[config.mk]
export PLATFORM = sky130hd
export DESIGN_NAME = ll8_to_axi64
export DESIGN_NICKNAME = d
export VERILOG_FILES = /design/src/rtl/ll8_to_axi64.sv
export SDC_FILE = /design/constraint.sdc
export NUM_CORES = 1
export LEC_CHECK = 0
export CORE_MARGIN = 3
export CORE_UTILIZATION = 53
export CTS_CLUSTER_SIZE = 16
export DETAILED_ROUTE_END_ITERATION = 8
export HOLD_SLACK_MARGIN = 0.02
export PLACE_DENSITY = 0.79
export SYNTH_ARGS = -nofsm -noshare
export SYNTH_HDL_FRONTEND = slang
export SYNTH_SLANG_ARGS = --single-unit
[constraint.sdc]
create_clock -name clk -period 5.35 [get_ports clk]
set_clock_uncertainty 0.2 [all_clocks]
set_input_delay 0.8025 -clock clk [delete_from_list [all_inputs] [get_ports clk]]
set_output_delay 0.8025 -clock clk [all_outputs]
set_load 0.02 [all_outputs]
[src/rtl/ll8_to_axi64.sv]
`default_nettype none
// ============================================================================
// Module   : ll8_to_axi64
// Purpose  : Receive-side width converter for the simple GEMAC path. Packs an
//            8-bit LocalLink byte stream coming out of the MAC RX into 64-bit
//            AXI-Stream words.
//
//            Lane convention (shared with the TX-side converter):
//              - lane 0 is tdata[63:56], lane 7 is tdata[7:0];
//              - the first byte of every packet lands in lane START_BYTE, and
//                lanes 0..START_BYTE-1 of that first word read as zero;
//              - the last word of a packet carries, in tuser[2:0], the code
//                (lane of last byte + 1) mod 8 (0 = all eight lanes valid),
//                and in tuser[3] the packet error flag.
//
//            A single output word register sits between the packer and the
//            AXI side. Because ll_dst_rdy is asserted whenever that register
//            is empty or draining, a byte that completes a word can always be
//            loaded on the same edge, so 1 byte/cycle is sustained while the
//            sink keeps tready high.
//
// Ports    : clk           system clock, rising edge
//            reset         synchronous active-high reset
//            clear         synchronous active-high flush (same effect as reset)
//            ll_data       received byte
//            ll_eof        last byte of a packet
//            ll_error      packet error, may be flagged on any byte
//            ll_src_rdy    upstream byte valid
//            ll_dst_rdy    this block can accept a byte
//            axi64_tdata   packed 64-bit word
//            axi64_tlast   last word of a packet
//            axi64_tuser   {error, last-lane code} on tlast, 0 otherwise
//            axi64_tvalid  output word valid
//            axi64_tready  downstream accept
//
// Revision : 1.0  initial release
// ============================================================================
module ll8_to_axi64 #(
    parameter int START_BYTE = 6
) (
    input  logic        clk,
    input  logic        reset,
    input  logic        clear,
    input  logic [7:0]  ll_data,
    input  logic        ll_eof,
    input  logic        ll_error,
    input  logic        ll_src_rdy,
    output logic        ll_dst_rdy,
    output logic [63:0] axi64_tdata,
    output logic        axi64_tlast,
    output logic [3:0]  axi64_tuser,
    output logic        axi64_tvalid,
    input  logic        axi64_tready
);

    // Lane that receives the first byte of every packet.
    localparam logic [2:0] c_start_lane = START_BYTE[2:0];

    // ------------------------------------------------------------------------
    // Packing state
    // ------------------------------------------------------------------------
    logic [2:0]  r_lane;     // lane the next accepted byte is written to
    logic [63:0] r_acc;      // partially filled word, unused lanes are zero
    logic        r_err;      // sticky error for the packet in progress

    // ------------------------------------------------------------------------
    // Output word register
    // ------------------------------------------------------------------------
    logic [63:0] r_tdata;
    logic        r_tlast;
    logic [3:0]  r_tuser;
    logic        r_tvalid;

    // ------------------------------------------------------------------------
    // Combinational datapath
    // ------------------------------------------------------------------------
    logic        w_dst_rdy;
    logic        w_accept;
    logic        w_flush;
    logic [5:0]  w_lane_shift;
    logic [63:0] w_byte_word;
    logic [63:0] w_merged;
    logic        w_complete;
    logic        w_err_now;
    logic [2:0]  w_lane_inc;

    always_comb begin
        // The output register can take a new word if it is empty or is
        // being emptied on this very edge.
        w_dst_rdy    = ~r_tvalid | axi64_tready;
        w_accept     = ll_src_rdy & w_dst_rdy;
        w_flush      = reset | clear;

        // Lane n occupies bits [63-8n -: 8], i.e. the byte is shifted left by
        // 8*(7-n). For a 3-bit lane index, 7-n is simply the bit inversion.
        w_lane_shift = {~r_lane, 3'b000};
        w_byte_word  = {56'd0, ll_data} << w_lane_shift;
        w_merged     = r_acc | w_byte_word;

        // A word is finished when its last lane is filled or the packet ends.
        w_complete   = w_accept & (ll_eof | (r_lane == 3'd7));

        // Error seen so far in the packet, including the current byte.
        w_err_now    = r_err | ll_error;

        // Natural 3-bit wrap gives both the 7->0 lane increment and the
        // (lane + 1) mod 8 valid-byte code for the last word.
        w_lane_inc   = r_lane + 3'd1;
    end

    assign ll_dst_rdy   = w_dst_rdy;
    assign axi64_tdata  = r_tdata;
    assign axi64_tlast  = r_tlast;
    assign axi64_tuser  = r_tuser;
    assign axi64_tvalid = r_tvalid;

    // ------------------------------------------------------------------------
    // Packing state update
    // ------------------------------------------------------------------------
    always_ff @(posedge clk) begin
        if (w_flush) begin
            r_lane <= c_start_lane;
            r_acc  <= 64'd0;
            r_err  <= 1'b0;
        end else if (w_accept) begin
            // The accumulator restarts from zero whenever its contents move
            // to the output register, so stale bytes never leak into the
            // unused lanes of a later word.
            if (w_complete) begin
                r_acc <= 64'd0;
            end else begin
                r_acc <= w_merged;
            end

            if (ll_eof) begin
                r_lane <= c_start_lane;
                r_err  <= 1'b0;
            end else begin
                r_lane <= w_lane_inc;
                r_err  <= w_err_now;
            end
        end
    end

    // ------------------------------------------------------------------------
    // Output register update
    // ------------------------------------------------------------------------
    // A completing byte is only ever accepted while the register is empty or
    // draining, so loading here never overwrites an unconsumed word. When a
    // word is pending and tready is low, nothing in this block changes, which
    // keeps tdata/tlast/tuser stable as AXI requires.
    always_ff @(posedge clk) begin
        if (w_flush) begin
            r_tdata  <= 64'd0;
            r_tlast  <= 1'b0;
            r_tuser  <= 4'd0;
            r_tvalid <= 1'b0;
        end else if (w_complete) begin
            r_tdata  <= w_merged;
            r_tlast  <= ll_eof;
            r_tuser  <= ll_eof ? {w_err_now, w_lane_inc} : 4'd0;
            r_tvalid <= 1'b1;
        end else if (axi64_tready) begin
            r_tvalid <= 1'b0;
        end
    end

endmodule
`default_nettype wire

# == Word level (Yosys, flattened, before mapping) ==
# Cells that the tools add are included.
# totals
regBits,138
input_bits,15
output_inout_bits,71
elab_cells,26
# op_classes
add_sub_neg,1
eq_ne,1
shift,1
muxes,6
bitwise,9
reduce_logical,1
# op_table
cell,n
$mux W64,1
$or A64 B64 Y64,1
$shl A8 B6 Y64,1
$mux W4,1
$or A1 B1 Y1,4
$add A3 B1 Y3 const B,1
$eq A3 B3 Y1 const B,1
$mux W1,3
$mux W3,1
$not A3 Y3,1
$and A1 B1 Y1,2
$reduce_bool A2 Y1,1
$not A1 Y1,1

# == Longest topological paths before layout ==
# Gate-level depths: netlist (run 1).
# depth
ltp_word,5
ltp_mapped,8
ltp_nobuf,5

# == Worst setup path before layout (run 1) ==
# No wires, ideal clock.
# synth_timing
path_kind,in2out
from,in axi64_tready
to,out ll_dst_rdy
t_arrival_ps,1448
setup_slack_ps,2900
path_stages,5
n_path_buf,3
path_cell_list,nor2b_1 buf_4 inv_4 buf_2 buf_2
# synth_via
elab_chain_cells,1
# synth_rtl
element,line_no,rtl
start: declaration,53,input logic axi64_tready
$or A1 B1 Y1,90,w_dst_rdy = ~r_tvalid | axi64_tready;
end: declaration,48,"output logic ll_dst_rdy,"
# No other way between the ends.

# == Worst setup path in the final report (run 1) ==
# Same ends and word-level chain as after synthesis.

==> results of run 1 <==
[power by group]
| group | internal, W | switching (W) | leakage, nW |
|---|---|---|---|
| Sequential | 0.00105 | 0.0000123 | 1.12 |
| Combinational | 0.0000746 | 0.000129 | 0.721 |
| Clock | 0.000794 | 0.000442 | 0.304 |
| Total | 0.00192 | 0.000583 | 2.14 |
[cell families (layout without fill, tap and decap cells)]
logic type | count (synthesis) | after routing
simple gates | 100 | 100
fa+ha+maj | 2 | 2
buf+inv | 89 | 129
flops | 138 | 138
compound gates | 271 | 271
[through the flow]
step           instances  area [um^2]  setup WS (ps)  hold slack, ps
2_1_floorplan        600         5590           2900           240.8
3_3_place_gp         741         6262           1633           251.9
3_5_place_dp         741         6262           1597           259.4
4_1_cts              773         6889           1587           277.2
5_1_grt              773         6889           1367           298.3
6_report             773         6889           1554           274.9
[tightest hold or removal path, cell delays in order, from the launching register on]
cell and delay, ps:
dfxtp_1 310, nand2_1 50, o22ai_1 70
[cells in the final DEF (no fill, tap or decap), drive strengths merged]
cell type	netlist	routed
a211oi	64	64
a21oi	42	42
a31o	1	1
a31oi	91	91
a41oi	64	64
and2	2	2
and3	1	1
and3b	1	1
buf	49	10
bufinv	0	4
clkbuf	37	21
clkdlybuf4s50	0	84
clkinv	0	5
clkinvlp	0	2
dfxtp	138	138
ha	2	2
inv	3	3
nand2	6	6
nand3	1	1
nor2	68	68
nor2b	14	14
nor3b	2	2
nor4	2	2
o21a	1	1
o21ai	3	3
o22ai	2	2
o31ai	1	1
o32ai	2	2
or2	2	2
or4	1	1
[area by class of cell]
| type | instances | area, um^2 | area share (%) |
|---|---|---|---|
| sequential | 138 | 2763 | 40.10 |
| multi-input combinational | 373 | 2406 | 34.93 |
| timing repair buffer | 94 | 913.4 | 13.26 |
| clock buffer | 21 | 459.2 | 6.665 |
| clock inverter | 11 | 167.7 | 2.434 |
| tap | 133 | 166.4 | 2.416 |
| inverter | 3 | 13.76 | 0.1998 |
[state kept, by name, indices dropped and copies added, names as in the netlist]
name and flops:
axi64_tdata 64, r_acc 64, axi64_tuser 4, r_lane 3, axi64_tlast 1, axi64_tvalid 1
r_err 1
[routing by layer]
layer	wire (um)	share of wire (%)	global-route usage, %	up-vias
li1	-	-	-	2383
met1	6799	44	37.19	2499
met2	7115	46	39.72	250
met3	1246	8.1	7.282	21
met4	178	1.2	8.025	0
met5	0	0	0	-
[final timing paths]
| path | from | end | slack (ps) |
|---|---|---|---|
| max reg2reg | r_lane[0] | axi64_tdata[20] | 2180 |
| min | axi64_tuser[1] | axi64_tuser[1] | 270 |
| min reg2reg | axi64_tuser[1] | axi64_tuser[1] | 270 |
| max | axi64_tready | ll_dst_rdy | 1550 |
==> flow_summary.toml, run 1 <==
[floorplan]
top_level_ports = 86
rows = 36
dieHeight_um = 108.7
die_w_um = 108.7
dieArea_um2 = 11820
start_util_pct = 55.91
core_area_um2 = 10000

[outcome]
status = "finished clean"

[clock_tree]
clk_latency_ps = 510
clockRootBuffer = "clkbuf_8"
cts.sinks = 138
cts-htree-levels = 4
clk_path_buf_depth = 2
cts_buffers = 17
ctsResizeCount = 0
hold_buffers = 0
cts_setup_buffers = 0
clkSlewWorstSetupHoldPaths_ps = 60
cts_tree = "built"

[worst_setup_path]
ff2ff_path_depth = 6
required_ps = 4350
worstSetupPathDepth = 4
slowest_stage = "clkdlybuf4s50_1"
critPathMaxFanout = 80
worstSetupEndpointType = "output port"
crit_family = "buffers and inverters"
crit_chain = "clkdlybuf4s50_1 > nor2b_1 > inv_4 > clkdlybuf4s50_1"
crit_arrival_ps = 2790
cp_num_buf_inv = 3
cp-start-kind = "input port"
worst-setup-path-type = "in -> out"
worst_path_largest_cell_delay_ps = 670
crit_top_cell = "clkdlybuf4s50_1"

[synth]
yosysMostFrequentCell = "dfxtp_1"
async_flop_share_pct = 0
yosysTopAreaCellShare_pct = 49.42
synth_top_family_by_area = "compound AO/OA/AOI/OAI gates"
synthCells = 600
synth-seq-cells = 138
synth_mux_area_share_pct = 0
yosysWarnings = 0
synth_commonest_cells = "dfxtp_1 (138), a31oi_1 (91), nor2_1 (67), a41oi_1 (64), a211oi_1 (59)"
yosysTopAreaCell = "dfxtp_1"
yosys.area_share.xor_xnor_pct = 0
synth.avg_cell_area_um2 = 9.317
ys_seq_area_share_pct = 49.42
yosys-top-cells-area = "dfxtp_1 (49%), a31oi_1 (10%), a41oi_1 (10%), a211oi_1 (7.9%), nor2_1 (4.5%)"
synth_compound_area_share_pct = 34.24
synth_top_flop_cell = "dfxtp_1"
synth_fa_ha_area_share_pct = 0.4476
synth.distinct_cells = 35
synth_area_um2 = 5590
synth_fp_nets = 617
synthSimpleGateAreaFrac_pct = 8.303
synth-edff-count = 0

[placement]
place.gp.congestion = 0.8325
hpwl_mm = 8.527
port_buffers = 85

[pwr]
fin_total_pwr_w = 0.002500
p_leak_nw = 2.142
p_per_area_nw_per_um2 = 362.8
vdd_ir_drop_max_mv = 0.2162

[routing]
ant_nets = 0
post_drt_wl_per_cell_um = 19.84
routed_wl_mm = 15.34
viasPerCell = 6.666
num_vias = 5153
dr.pass1.iters = 5
drt_iter0_markers = 625
drc_errors = 0

[worst_hold_path]
holdPathStages = 2
min_path_type = "reg -> reg"

[sta]
fmaxAchievable_mhz = 263.4
finalHoldViolations = 0
timing.slew.headroom_pct = 9.843
setup_tns_ps = 0
setup_viol_count_final = 0
min_period_ps = 3796
worst_slew_pin_slew_ps = 1346
post-route-period-util_pct = 70.96
rsz0062_at_grt = "no"
drv_slew = 0

[finish]
areaGrowthSynthToFinish_pct = 23.23
drive_gt1_share_pct = 8.438
fillCellCount = 772
final_util_pct = 68.89
diodes = 0
num-nets-final = 644

[job]
drv_cap = 0

[global_route]
grt_max_degree = 81
grt_pass1_wl_mm = 24.84
antenna_found_initial = 0
overflow = 0
grt_use_total_pct = 26.44
grt_pass1_vias = 4801
No activity file was read; power rests on OpenSTA's default activity.
==> run 2, diff against run 1 <==
--- a/config.mk
+++ b/config.mk
@@ -6,11 +6,11 @@
 export NUM_CORES = 1
 export LEC_CHECK = 0
 export CORE_MARGIN = 3
-export CORE_UTILIZATION = 53
+export CORE_UTILIZATION = 48
 export CTS_CLUSTER_SIZE = 16
 export DETAILED_ROUTE_END_ITERATION = 8
 export HOLD_SLACK_MARGIN = 0.02
-export PLACE_DENSITY = 0.79
+export PLACE_DENSITY = 0.75
 export SYNTH_ARGS = -nofsm -noshare
 export SYNTH_HDL_FRONTEND = slang
 export SYNTH_SLANG_ARGS = --single-unit
==> constraint.sdc (replaced) <==
create_clock -name clk -period 3.3 [get_ports clk]
set_clock_uncertainty 0.2 [all_clocks]
set_input_delay 0.495 -clock clk [delete_from_list [all_inputs] [get_ports clk]]
set_output_delay 0.495 -clock clk [all_outputs]
set_load 0.02 [all_outputs]
==> run 2 against run 1 <==
Compared with the run above: first-iteration DRC count fell by 11%; highest routed layer unchanged; count of clock-buffer cells in the layout did not move; core utilization fell by 6.0 points; largest cell class unchanged; critical endpoint unchanged; critical path depth did not move.
==> flow_summary.toml, run 2 (synthesis results as in run 1) <==
[outcome]
status = "finished clean"

[global_route]
grt_use_total_pct = 25.24
grt_pass1_vias = 5011
grt_max_degree = 70
antenna_found_initial = 0
overflow = 0
grt_pass1_wl_mm = 26.48

[clock_tree]
clkSlewWorstSetupHoldPaths_ps = 60
cts_tree = "built"
cts_setup_buffers = 0
clk_latency_ps = 410
cts_buffers = 17
ctsResizeCount = 0
clockRootBuffer = "clkbuf_16"
hold_buffers = 0
cts-htree-levels = 4
clk_path_buf_depth = 2
cts.sinks = 138

[routing]
met3_length_mm = 1.134
dr.pass1.iters = 5
wl_met1_mm = 7.157
drt_iter0_markers = 559
drc_errors = 0
ant_nets = 0
dr_wl_met2_mm = 7.562
viasPerCell = 6.638
routed_wl_mm = 16.11
post_drt_wl_per_cell_um = 20.32
num_vias = 5264
topRoutingLayerUsed = "met4"

[sta]
min_period_ps = 2951
drv_slew = 0
setup_tns_ps = 0
fmaxAchievable_mhz = 338.9
rsz0062_at_grt = "no"
timing.slew.headroom_pct = 11.87
worst_slew_pin_slew_ps = 1322
post-route-period-util_pct = 89.41
finalHoldViolations = 0
setup_viol_count_final = 0

[worst_setup_path]
worstSetupEndpointType = "output port"
required_ps = 2600
critPathMaxFanout = 24
crit_arrival_ps = 2260
cp-start-kind = "input port"
worst-setup-path-type = "in -> out"

[finish]
areaGrowthSynthToFinish_pct = 25.18
drive_gt1_share_pct = 10.41
diodes = 0
num-nets-final = 658
stdcell_count = 793
layout_common_cells = "dfxtp_1 (138), a31oi_1 (91), clkdlybuf4s50_1 (84), nor2_1 (67), a41oi_1 (64)"
final_common_cell = "dfxtp_1"
final_util_pct = 62.90
fillCellCount = 934

[placement]
place.gp.congestion = 0.8477
hpwl_mm = 9.327
numPlacedInstances = 762
port_buffers = 85

[job]
drv_cap = 0

[floorplan]
dieHeight_um = 113.9
top_level_ports = 86
core_area_um2 = 11130
start_util_pct = 50.25
dieArea_um2 = 12980
rows = 38
die_w_um = 113.9

[pwr]
p_leak_nw = 2.196
p_per_area_nw_per_um2 = 577.0
vdd_ir_drop_max_mv = 0.2820

[worst_hold_path]
min_path_type = "reg -> reg"
==> run 2: cell count changes in the layout (fill, tap and decap cells not counted) <==
cell / change
clkinv_2: -2
buf_4: +14
clkinv_4: -1
clkinvlp_4: +3
bufinv_16: -1
clkbuf_16: +1
clkbuf_1: -1
==> run 2: stage by stage <==
| stage | total power, W | worst slack [ps] | area [um^2] | hold WS [ps] |
|---|---|---|---|---|
| 6_report | 0.004038 | 349.4 | 6998 | 273.3 |
| 3_5_place_dp | 0.002093 | 393.6 | 6376 | 258.3 |
| 3_3_place_gp | 0.002084 | 414.5 | 6376 | 252.2 |
| 2_1_floorplan | 0.001972 | 1338 | 5590 | 240.8 |
| 4_1_cts | 0.004051 | 383.2 | 6998 | 276.0 |
| 5_1_grt | 0.004148 | 248.2 | 6998 | 295.1 |
==> run 2: power breakdown <==
part	internal (W)	total (W)	switching, W
sequential	0.00170	0.00172	0.0000180
clock	0.00126	0.00197	0.000710
combinational	0.000129	0.000347	0.000217
==> run 2: layout make-up <==
type                            instances  area [um^2]  area share, %
Multi-Input combinational cell        373         2406          34.38
Timing Repair Buffer                  108         1018          14.55
Tap cell                              140        175.2          2.503
Sequential cell                       138         2763          39.48
Clock inverter                         10        141.4          2.020
Clock buffer                           21        480.5          6.866
Inverter                                3        13.76         0.1967
==> run 2: path summary, 6_finish.rpt <==
check,cells after the start,slack (ps),from,to
max reg2reg,5,850,r_lane[1],r_acc[13]
min,2,270,r_acc[24],r_acc[24]
min reg2reg,2,270,r_acc[24],r_acc[24]
max,4,350,axi64_tready,ll_dst_rdy
==> run 2: worst max-delay path, stage by stage <==
cell	delay, ps
clkdlybuf4s50_1	400
nor2b_1	450
inv_4	230
clkdlybuf4s50_1	660
==> run 2: routing by layer <==
| metal | track usage, % | up-vias |
|---|---|---|
| met5 | 0 | - |
| met4 | 8.789 | 0 |
| met3 | 4.881 | 23 |
| met2 | 38.13 | 241 |
| met1 | 36.14 | 2591 |
| li1 | - | 2409 |
